**src/rtl/mem_store_buffer.sv**
```systemverilog
// Store buffer between the MEM stage and the data-memory port. Stores retire
// into a small FIFO and drain in the background; loads forward the youngest matching store.
module mem_store_buffer #(
   parameter int ADDR_W   = 32,
   parameter int DATA_W   = 32,
   parameter int DEPTH    = 4,
   parameter int COALESCE = 1
) (
   input  logic                   CLK,
   input  logic                   RST,
   input  logic                   req_ren,
   input  logic                   req_wen,
   input  logic [ADDR_W-1:0]      req_addr,
   input  logic [DATA_W-1:0]      req_wdata,
   output logic                   req_hit,
   output logic [DATA_W-1:0]      req_rdata,
   input  logic                   drain_req,
   output logic                   drained,
   input  logic                   dhit,
   input  logic [DATA_W-1:0]      dmemload,
   output logic                   dmemREN,
   output logic                   dmemWEN,
   output logic [ADDR_W-1:0]      dmemaddr,
   output logic [DATA_W-1:0]      dmemstore,
   output logic [$clog2(DEPTH):0] count
);
   localparam int PTR_W = $clog2(DEPTH);
   localparam int CNT_W = PTR_W + 1;
   localparam logic [CNT_W-1:0] FULL_CNT = CNT_W'(DEPTH);

   typedef enum logic [1:0] {IDLE, WRITE, READ} state_t;

   state_t            state_reg, state_next;
   logic [PTR_W-1:0]  head_reg, tail_reg;
   logic [CNT_W-1:0]  count_reg, count_next;

   logic [DEPTH-1:0]  entry_valid;
   logic [ADDR_W-1:0] entry_addr [DEPTH];
   logic [DATA_W-1:0] entry_data [DEPTH];
   logic [DEPTH-1:0]  match_vec;

   logic              match_any;
   logic [PTR_W-1:0]  match_idx;
   logic [PTR_W-1:0]  scan_idx;
   logic              in_flight;
   logic              coalesce_ok;
   logic              store_ok;
   logic              do_push;
   logic              do_pop;
   logic              do_coalesce;
   logic              fwd_hit;
   logic              load_miss;

   // Per-entry storage: each slot owns its valid/addr/data registers.
   generate
      for (genvar gi = 0; gi < DEPTH; gi++) begin : g_entry
         logic              valid_reg;
         logic [ADDR_W-1:0] addr_reg;
         logic [DATA_W-1:0] data_reg;
         logic              push_sel;
         logic              pop_sel;
         logic              coal_sel;

         assign push_sel = do_push && (tail_reg == PTR_W'(gi));
         assign pop_sel  = do_pop && (head_reg == PTR_W'(gi));
         assign coal_sel = do_coalesce && (match_idx == PTR_W'(gi));

         always_ff @(posedge CLK) begin
            if (RST) begin
               valid_reg <= 1'b0;
               addr_reg  <= '0;
               data_reg  <= '0;
            end else begin
               if (push_sel) begin
                  valid_reg <= 1'b1;
                  addr_reg  <= req_addr;
                  data_reg  <= req_wdata;
               end else if (pop_sel) begin
                  valid_reg <= 1'b0;
               end
               if (coal_sel) begin
                  data_reg <= req_wdata;
               end
            end
         end

         assign entry_valid[gi] = valid_reg;
         assign entry_addr[gi]  = addr_reg;
         assign entry_data[gi]  = data_reg;
         assign match_vec[gi]   = valid_reg &&
                                  (addr_reg[ADDR_W-1:2] == req_addr[ADDR_W-1:2]);
      end
   endgenerate

   // Scan oldest to youngest so the last hit seen is the one closest to tail.
   always_comb begin
      match_any = 1'b0;
      match_idx = '0;
      scan_idx  = '0;
      for (int i = 0; i < DEPTH; i++) begin
         scan_idx = head_reg + PTR_W'(i);
         if (match_vec[scan_idx]) begin
            match_any = 1'b1;
            match_idx = scan_idx;
         end
      end
   end

   assign in_flight   = (state_reg == WRITE);
   assign coalesce_ok = (COALESCE != 0) && match_any &&
                        !(in_flight && (match_idx == head_reg));
   assign store_ok    = !RST && req_wen && !drain_req &&
                        ((count_reg < FULL_CNT) || coalesce_ok);
   assign do_coalesce = store_ok && coalesce_ok;
   assign do_push     = store_ok && !coalesce_ok;
   assign do_pop      = !RST && in_flight && dhit;
   assign fwd_hit     = req_ren && match_any;
   assign load_miss   = req_ren && !match_any;

   always_comb begin
      count_next = count_reg;
      if (do_push && !do_pop) begin
         count_next = count_reg + CNT_W'(1);
      end else if (do_pop && !do_push) begin
         count_next = count_reg - CNT_W'(1);
      end
   end

   always_ff @(posedge CLK) begin
      if (RST) begin
         state_reg <= IDLE;
         head_reg  <= '0;
         tail_reg  <= '0;
         count_reg <= '0;
      end else begin
         state_reg <= state_next;
         count_reg <= count_next;
         if (do_push) begin
            tail_reg <= tail_reg + 1'b1;
         end
         if (do_pop) begin
            head_reg <= head_reg + 1'b1;
         end
      end
   end

   // A pending load miss wins over starting a drain write; an issued write is never preempted.
   always_comb begin
      state_next = state_reg;
      unique case (state_reg)
         IDLE: begin
            if (load_miss) begin
               state_next = READ;
            end else if (count_reg != '0) begin
               state_next = WRITE;
            end
         end
         WRITE: begin
            if (dhit) begin
               state_next = IDLE;
            end
         end
         READ: begin
            if (dhit) begin
               state_next = IDLE;
            end
         end
         default: state_next = IDLE;
      endcase
   end

   always_comb begin
      dmemREN   = 1'b0;
      dmemWEN   = 1'b0;
      dmemaddr  = '0;
      dmemstore = '0;
      req_hit   = 1'b0;
      req_rdata = '0;
      if (!RST) begin
         unique case (state_reg)
            WRITE: begin
               dmemWEN   = 1'b1;
               dmemaddr  = entry_addr[head_reg];
               dmemstore = entry_data[head_reg];
            end
            READ: begin
               dmemREN  = 1'b1;
               dmemaddr = req_addr;
            end
            default: ;
         endcase

         if (fwd_hit) begin
            req_hit   = 1'b1;
            req_rdata = entry_data[match_idx];
         end else if ((state_reg == READ) && req_ren && dhit) begin
            req_hit   = 1'b1;
            req_rdata = dmemload;
         end else if (store_ok) begin
            req_hit = 1'b1;
         end
      end
   end

   assign drained = RST || ((count_reg == '0) && (state_reg == IDLE));
   assign count   = count_reg;

endmodule

```
**config.mk**
```make
export PLATFORM = sky130hd
export DESIGN_NAME = mem_store_buffer
export DESIGN_NICKNAME = d
export VERILOG_FILES = /design/src/rtl/mem_store_buffer.sv
export SDC_FILE = /design/constraint.sdc
export NUM_CORES = 1
export LEC_CHECK = 0
export BUFFER_PORTS_ARGS = -buffer_cell sky130_fd_sc_hd__buf_2
export CAP_MARGIN = 15
export CORE_UTILIZATION = 59
export DETAILED_ROUTE_END_ITERATION = 8
export PLACE_DENSITY = 0.83
export REMOVE_ABC_BUFFERS = 1
export SLEW_MARGIN = 20
export SYNTH_ARGS = -nofsm -noshare
export SYNTH_HDL_FRONTEND = slang
export SYNTH_SLANG_ARGS = --single-unit
```
**constraint.sdc**
```tcl
create_clock -name CLK -period 4.55 [get_ports CLK]
set_clock_uncertainty 0.1 [all_clocks]
set_input_delay 0.455 -clock CLK [delete_from_list [all_inputs] [get_ports CLK]]
set_output_delay 0.455 -clock CLK [all_outputs]
set_load 0.05 [all_outputs]
```
==> results.md, run 1 <==
* Lkg Pwr at ~6 nW
* Post-synth ARST share at 0%
* Sequential share of power at between 40% and 50%
* Worst slew pin tran at 1.04 ns
* Yosys top cell area share at approximately a third
* Largest net degree at the start of global routing at 91
* Area leader, netlist: dfxtp_1
* Max_slew headroom at between 30% and 40%
* Total setup buffers inserted after CTS at 0
* CTS tree: built
* Clock network power share at about 43%
* Io pins at slightly above 200
* Max Used Layer: met5
* Deepest clock path buffer count at 3
* Peak VDD IR at approximately 200 uV
* Routed length on met3 at a little under 7 mm
* Cells after DPL at between 2000 and 2500
* Clock Sinks at 269
* Slowest cell on crit path: mux4_2
* Worst-Skew Late Latency at 0.55 ns
* #FFs+latches synth at 269
* Synthesized instance count at around 1800
* Fill cell count at around 2000
* # DRC at 0
* Detailed Route Iter0 Violations at 2265
* Post-route insts no fill at 2277
* Sw frac at between 20% and 30%
* Met1 Wirelength at slightly below 20 mm
* Count of input and output buffers at around 200
* Switching power at around 1.5 mW
* Largest delay contributor family on the critical path: simple AND/OR/NAND/NOR gates
* Via-per-instance ratio at just under 7
* Worst hold margin at between 0.09 and 0.1 ns
* Nets@finish at ~2000
* Gr usage total at 37.8%
* Post-synth EDFFs at 0
* Vias in the first global route at between 10000 and 15000
* Pwr per Cell Area at between 300 and 400 mW/mm^2
* Root buf cell: clkbuf_16
* GPL Wtd Cong at about 1.0
* F_max at 222 MHz
* Clock-pin slew on the worst setup and hold paths at 0.06 ns
* Row cnt at 59
* Final Worst Setup Slack at 0.0428 ns
* DR WL/cell at 23.0 um
* Pint at 4.02 mW
* Crit-path max FO at 7
* Minimum clock period at approximately 4.5 ns
* Post-synthesis cell type count at between 50 and 60
* Hpwl dp at ~32 mm
* CTS hold repair buffers at 0
* First-pass GRT wire length at slightly below 80 mm
* Setup tns final at 0 ns
* Detail Route Antenna Nets at 0
* Synth Warn # at 0
* Chip Height at around 160 um
* Num CTS Buffers at 27
* Min-Delay Path Class: in -> reg
* Combinational share of power at about an eighth
* Synth Area per Inst at between 8 and 9 sq um
* Cell area after synthesis at roughly 0.016 sq mm
* Core ar. at 0.0260 sq mm
* Area Overhead vs Synth at 14.4%
* Max incr delay on CP at 0.52 ns
* Worst Setup Path Type: reg -> out
* Met2 routed wirelength at roughly 24 mm
* Die area at between 0.02 and 0.03 sq mm
* Total power at 5.49 mW
* Setup WS pre-CTS at roughly 0.027 ns
* Final Max Tran Viols at 0
* H-tree depth at 1
* CP required at 3.99 ns
* Most common cell on crit path: a22o_1
* Final hold vios at 0
* WP buf/inv at 2
* Routed wire length at ~52 mm
* Top cells by area in the synthesized netlist: dfxtp_1 (35%), mux4_2 (14%), a21oi_1 (8.6%), xnor2_1 (6.8%), nand2_1 (6.6%)
* Starting Density at between 60 and 70%
* Type of element launching the critical path: register
* Final setup violation count at 0
* Critical path arrival at approximately 4 ns
* Share of post-route cells with drive strength above 1 at 23.1%
* Sequential share of the synthesized area at approximately a third
* Post-route clock period utilization at approximately 99%
* Initial antenna violation count at 3
* CP Capture Type: primary output
* Max-Cap Viols at 0
* Die W at between 150 and 200 um
* Remaining Overflow, GRT at 0
* Vias at 15573
* Main flop type after synthesis: dfxtp_1
* Status: finished, final reports clean
* Drt first pass iters at 6
* Cell Chain, Critical Path: xnor2_1, nand4_1, nor4_4, and2_2, o31a_1, a22o_1, o21a_4, buf_4, mux4_2, a22o_1, buf_2
[per-stage QoR]
step	util, %	instance area, sq um
after floorplan	-	14600
after global placement	64.3	16700
after detailed placement	64.3	16700
after CTS	68.1	17700
after global routing	68.6	17800
final	68.7	17800
[worst reg2reg max path, cell delays in order, from the launching register on]
cell and delay [ns]:
dfxtp_1 0.34, xnor2_1 0.32, nand4_1 0.23, nor4_4 0.37
buf_4 0.18, nand3_2 0.12, o21a_1 0.22, a311o_1 0.42
a221oi_4 0.29, nand2_1 0.15, inv_1 0.09, ha_1 0.18
inv_1 0.06, fa_1 0.37, xor2_1 0.17, or3_1 0.31
a21oi_1 0.16
[cell usage after synthesis (4+ instances only)]
cell       number
nand2_1       275
buf_4          11
nor4_1         12
nor3_1          4
nor2_1         49
buf_6          18
a22oi_1        32
o21ai_0        65
nor4_2          4
dfxtp_1       269
and2_1         39
nand4_1        57
and3_1          5
buf_1           9
nand3_1       154
inv_1          11
a21oi_1       267
buf_2          63
nand2b_1        5
xnor2_1       122
o21ai_1        74
clkbuf_1       88
mux4_2         97
ha_1           12
a22o_1         33
o2111ai_1       4
[power by group through the flow]
stage                     combinational (mW)  sequential, mW  clock (mW)
final                                  0.695            2.42        2.38
after global routing                   0.728            2.43        2.47
after floorplan                        0.358            2.48           0
after CTS                              0.664            2.42        2.37
after global placement                 0.644            2.47           0
after detailed placement               0.656            2.47           0
[per-layer routing]
| metal | GRT usage (%) | up-vias |
|---|---|---|
| met5 | 0 | - |
| met4 | 19.1 | 2 |
| li1 | - | 6763 |
| met1 | 50.1 | 7336 |
| met2 | 57.6 | 1229 |
| met3 | 8.97 | 243 |
[cells in the final DEF, fill, tap and decap left out, drive strengths merged, types with 4 or more instances in the layout]
| cell | synthesis | layout |
|---|---|---|
| a21oi | 267 | 267 |
| a22o | 33 | 33 |
| a22oi | 32 | 32 |
| and2 | 39 | 39 |
| and3 | 5 | 5 |
| buf | 101 | 254 |
| bufinv | 0 | 4 |
| clkbuf | 88 | 38 |
| clkinvlp | 0 | 6 |
| dfxtp | 269 | 269 |
| diode | 0 | 6 |
| ha | 12 | 12 |
| inv | 11 | 11 |
| mux4 | 97 | 97 |
| nand2 | 275 | 275 |
| nand2b | 5 | 5 |
| nand3 | 155 | 155 |
| nand4 | 57 | 57 |
| nor2 | 49 | 49 |
| nor3 | 4 | 4 |
| nor4 | 16 | 16 |
| o2111ai | 4 | 4 |
| o21ai | 139 | 139 |
| xnor2 | 122 | 122 |
[cell type report]
class / count / area [sq um] / area share, %
diodes: 6 / 15.0 / 0.0841
clock buffers: 37 / 763 / 4.28
clock inverters: 12 / 175 / 0.981
inverters: 11 / 41.3 / 0.231
multi-input cells: 1352 / 9470 / 53.0
flip-flops and latches: 269 / 5390 / 30.2
well taps: 335 / 419 / 2.35
repair buffers: 255 / 1580 / 8.83
[worst paths after layout]
path / startpoint / endpoint / slack, ns / cells past startpoint
worst max register to register: g_entry[1].addr_reg[13]$_SDFFE_PP0P_ / count[2]$_SDFFE_PP0P_ / 0.41 / 16
worst min-delay path: req_wdata[1] / g_entry[2].data_reg[1]$_SDFFE_PP0P_ / 0.1 / 3
worst max-delay path: g_entry[2].addr_reg[23]$_SDFFE_PP0P_ / req_rdata[16] / 0.04 / 11
worst min register to register: g_entry[3].addr_reg[1]$_SDFFE_PP0P_ / g_entry[3].addr_reg[1]$_SDFFE_PP0P_ / 0.36 / 2
[logic make-up after synthesis]
group | synth area share, %
compound gates | 18.3
xor+xnor | 6.96
fa+ha+maj | 1.09
buf+inv | 6.45
flops | 34.5
mux | 14.2
simple gates | 18.5
[repair_timing]
| item | 4_1_cts | 5_1_grt |
|---|---|---|
| endpoints found under the setup margin | 29 | 32 |
| pin swaps | 0 | 3 |
| resized for setup | 5 | 22 |
Note: power is estimated with default switching activity, not from simulation.
==> inputs of run 2 (changes only) <==
--- a/config.mk
+++ b/config.mk
@@ -5,9 +5,11 @@
 export SDC_FILE = /design/constraint.sdc
 export NUM_CORES = 1
 export LEC_CHECK = 0
+export ABC_AREA = 1
 export BUFFER_PORTS_ARGS = -buffer_cell sky130_fd_sc_hd__buf_2
 export CAP_MARGIN = 15
-export CORE_UTILIZATION = 59
+export CORE_ASPECT_RATIO = 1.4
+export CORE_UTILIZATION = 60
 export DETAILED_ROUTE_END_ITERATION = 8
 export PLACE_DENSITY = 0.83
 export REMOVE_ABC_BUFFERS = 1
==> constraint.sdc (replaced) <==
create_clock -name CLK -period 4.55 [get_ports CLK]
set_clock_uncertainty 0.1 [all_clocks]
set_input_delay 0.2275 -clock CLK [delete_from_list [all_inputs] [get_ports CLK]]
set_output_delay 0.2275 -clock CLK [all_outputs]
set_load 0.05 [all_outputs]
==> results.md, run 2 <==
* Post-synthesis cell type count at 44 (was 56)
* F_max at 239 MHz (was 222 MHz)
* Synthesized instance count at 3158 (was 1821)
* Lkg Pwr at 9.46 nW (was 6.03 nW)
* Post-synth ARST share at 0% (unchanged)
* Initial antenna violation count at 2 (was 3)
* Minimum clock period at 4.19 ns (was 4.51 ns)
* Gr usage total at 43.6% (was 37.8%)
* Detail Route Antenna Nets at 0 (unchanged)
* Peak VDD IR at 307 uV (was 204 uV)
* Routed wire length at 70.1 mm (was 52.4 mm)
* GPL Wtd Cong at 1.06 (was 1.01)
* Final hold vios at 0 (unchanged)
* Multiplexer share of the synthesized area at 0% (was 14.2%)
* Detailed Route Iter0 Violations at 2107 (was 2265)
* Die area at 0.0315 sq mm (was 0.0271 sq mm)
* DR WL/cell at 19.1 um (was 23.0 um)
* Drt first pass iters at 7 (was 6)
* Largest net degree at the start of global routing at 169 (was 91)
* Simple-gate share of the synthesized area at 37.4% (was 18.5%)
* Pwr per Cell Area at 353 mW/mm^2 (was 308 mW/mm^2)
* Yosys top cell area share at 29.2% (was 34.5%)
* Status: finished, final reports clean (unchanged)
* Cells after DPL at 3549 (was 2222)
* Starting Density at 61.3% (was 60.0%)
* Sequential share of the synthesized area at 29.2% (was 34.5%)
* Vias in the first global route at 20273 (was 14337)
* Hpwl dp at 45.8 mm (was 32.5 mm)
* Die W at 150 um (was 165 um)
* Synth Warn # at 0 (unchanged)
* Fill cell count at 2705 (was 1981)
* Critical path arrival at 3.86 ns (was 3.95 ns)
* Vias at 21800 (was 15573)
* Top cells by count, synth: nand2_1 (914), a21oi_1 (415), nor2_1 (364) (was nand2_1 (275), dfxtp_1 (269), a21oi_1 (267))
* CTS tree: built (unchanged)
* Main flop type after synthesis: dfxtp_1 (unchanged)
* # DRC at 0 (unchanged)
* Most numerous cell in the Yosys netlist: nand2_1 (unchanged)
* Deepest clock path buffer count at 3 (unchanged)
* Post-DP Area at 0.0192 sq mm (was 0.0167 sq mm)
* Via-per-instance ratio at 5.94 (was 6.84)
* Finished Core Util at 69.7% (was 68.7%)
* Min-Delay Path Class: in -> reg (unchanged)
* Adder-Cell Fraction of Synth Area at 0.922% (was 1.09%)
* Num CTS Buffers at 28 (was 27)
* Chip Height at 210 um (was 165 um)
* First-pass GRT wire length at 107 mm (was 79.3 mm)
* Final Max Tran Viols at 0 (unchanged)
* XOR/XNOR share of the synthesized area at 1.41% (was 6.96%)
* Max_slew headroom at 38.6% (was 30.3%)
* Root buf cell: clkbuf_16 (unchanged)
* Area Overhead vs Synth at 13.8% (was 14.4%)
* Final setup violation count at 0 (unchanged)
* H-tree depth at 1 (unchanged)
* Post-route clock period utilization at 92.1% (was 99.1%)
* Area leader, netlist: dfxtp_1 (unchanged)
* Share of post-route cells with drive strength above 1 at 11.5% (was 23.1%)
* Type of element launching the critical path: input port (was register)
* Highest-count cells in the layout ignoring fill and taps: nand2_1 (913), a21oi_1 (415), nor2_1 (363) (was nand2_1 (275), a21oi_1 (267), dfxtp_1 (267))
* Post-synth EDFFs at 0 (unchanged)
* Max-Cap Viols at 0 (unchanged)
* Total power at 7.42 mW (was 5.49 mW)
* Commonest non-fill, non-tap cell in the layout: nand2_1 (unchanged)
* Clock Sinks at 269 (unchanged)
* Nets@finish at 3375 (was 2031)
* Core ar. at 0.0301 sq mm (was 0.0260 sq mm)
* Largest family of logic cells by synthesized area: simple AND/OR/NAND/NOR gates (unchanged)
* Multi-input gate area at 0.0106 sq mm (was 0.00947 sq mm)
* RSZ-0062 raised after global routing: no
* Cell area after synthesis at 0.0185 sq mm (was 0.0156 sq mm)
* Worst slew pin tran at 0.921 ns (was 1.04 ns)
* Row cnt at 75 (was 59)
* Io pins at 205 (unchanged)
* Worst-Skew Late Latency at 0.57 ns (was 0.55 ns)
* Register area at 0.00539 sq mm (about the same)
* CP Capture Type: primary output (unchanged)
* Final Cell Area at 0.0210 sq mm (was 0.0178 sq mm)
* Count of input and output buffers at 204 (unchanged)
* Top cells by area in the synthesized netlist: dfxtp_1 (29%), nand2_1 (19%), a21oi_1 (11%), nand3_1 (7.7%), nor2_1 (7.4%) (was dfxtp_1 (35%), mux4_2 (14%), a21oi_1 (8.6%), xnor2_1 (6.8%), nand2_1 (6.6%))
* #FFs+latches synth at 269 (unchanged)
* Remaining Overflow, GRT at 0 (unchanged)
* CP required at 4.22 ns (was 3.99 ns)
* Compound-cell area share of the yosys netlist at 17.8% (was 18.3%)
* Clock-pin slew on the worst setup and hold paths at 0.06 ns (about the same)
* Synth Area per Inst at 5.85 sq um (was 8.57 sq um)
* Setup tns final at 0 ns (unchanged)
* Post-route insts no fill at 3667 (was 2277)
* Crit-path max FO at 65 (was 7)
* Worst Setup Path Type: in -> out (was reg -> out)
-- run 2: critical path, cell delays in order --
cell,delay (ns)
dlygate4sd3_1,0.52
buf_2,0.25
inv_1,0.14
nand2_1,0.13
nand4_1,0.26
nor2_1,0.23
nand2_1,0.08
nor2_2,0.15
nand2_1,0.06
nand2_1,0.08
nand2_1,0.07
nand2_1,0.06
inv_1,0.04
nand2_1,0.32
nand2_2,0.07
buf_4,0.33
nor3b_1,0.24
o22ai_1,0.27
buf_2,0.32
-- run 2: stage by stage --
stage	hold slack [ns]	worst slack (ns)
floorplan	0.190	-4.71
global placement	0.351	0.871
detailed placement	0.359	0.801
CTS	0.0162	0.330
global route	0.0512	0.0110
finish	0.0124	0.360
-- run 2: power by group --
group	internal [mW]	switching (mW)	leakage, nW
registers	2.44	0.0712	2.17
logic	0.618	1.59	6.76
clock network	1.69	1.02	0.524
-- run 2: repair_timing --
action,CTS,global route
endpoints found under the hold margin,257,0
setup endpoints to repair,0,32
gates resized for setup,0,18
hold buffers,65,0
buffers inserted,0,0
-- run 2: per-layer routing --
layer | up-vias | track usage (%) | wire length (um)
met5 | - | 0 | 0
met4 | 0 | 34.6 | 5680
met3 | 346 | 7.52 | 6350
met2 | 1333 | 74.7 | 34200
met1 | 9861 | 47.0 | 23900
li1 | 10260 | - | -
-- run 2: cell families (layout without fill, tap and decap cells) --
family / after synthesis / count (layout)
other: 0 / 2
and+or+nand+nor: 1647 / 1647
DFF: 269 / 269
xor gates and xnor gates: 28 / 28
buffers and inverters: 565 / 687
AOI/OAI and AO/OA: 636 / 636
adders and majority gates: 13 / 13
-- run 2: path summary, 6_finish.rpt --
kind	startpoint	to	slack (ns)	cells after the start
max	req_addr[31]	req_hit	0.36	19
max reg2reg	g_entry[2].addr_reg[9]$_SDFFE_PP0P_	count[1]$_SDFFE_PP0P_	0.70	24
min	req_ren	state_reg[1]$_SDFFE_PP0P_	0.01	5
min reg2reg	g_entry[1].valid_reg$_SDFFE_PP0P_	g_entry[1].valid_reg$_SDFFE_PP0P_	0.37	2
-- run 2: final cells by class --
class / instances / share of cell area, %
diodes: 2 / 0.0238
repair buffers: 309 / 10.4
clock buffers: 39 / 3.87
clock inverters: 11 / 1.22
multi-input cells: 2324 / 50.7
inverters: 328 / 5.90
well taps: 385 / 2.29
flip-flops and latches: 269 / 25.7
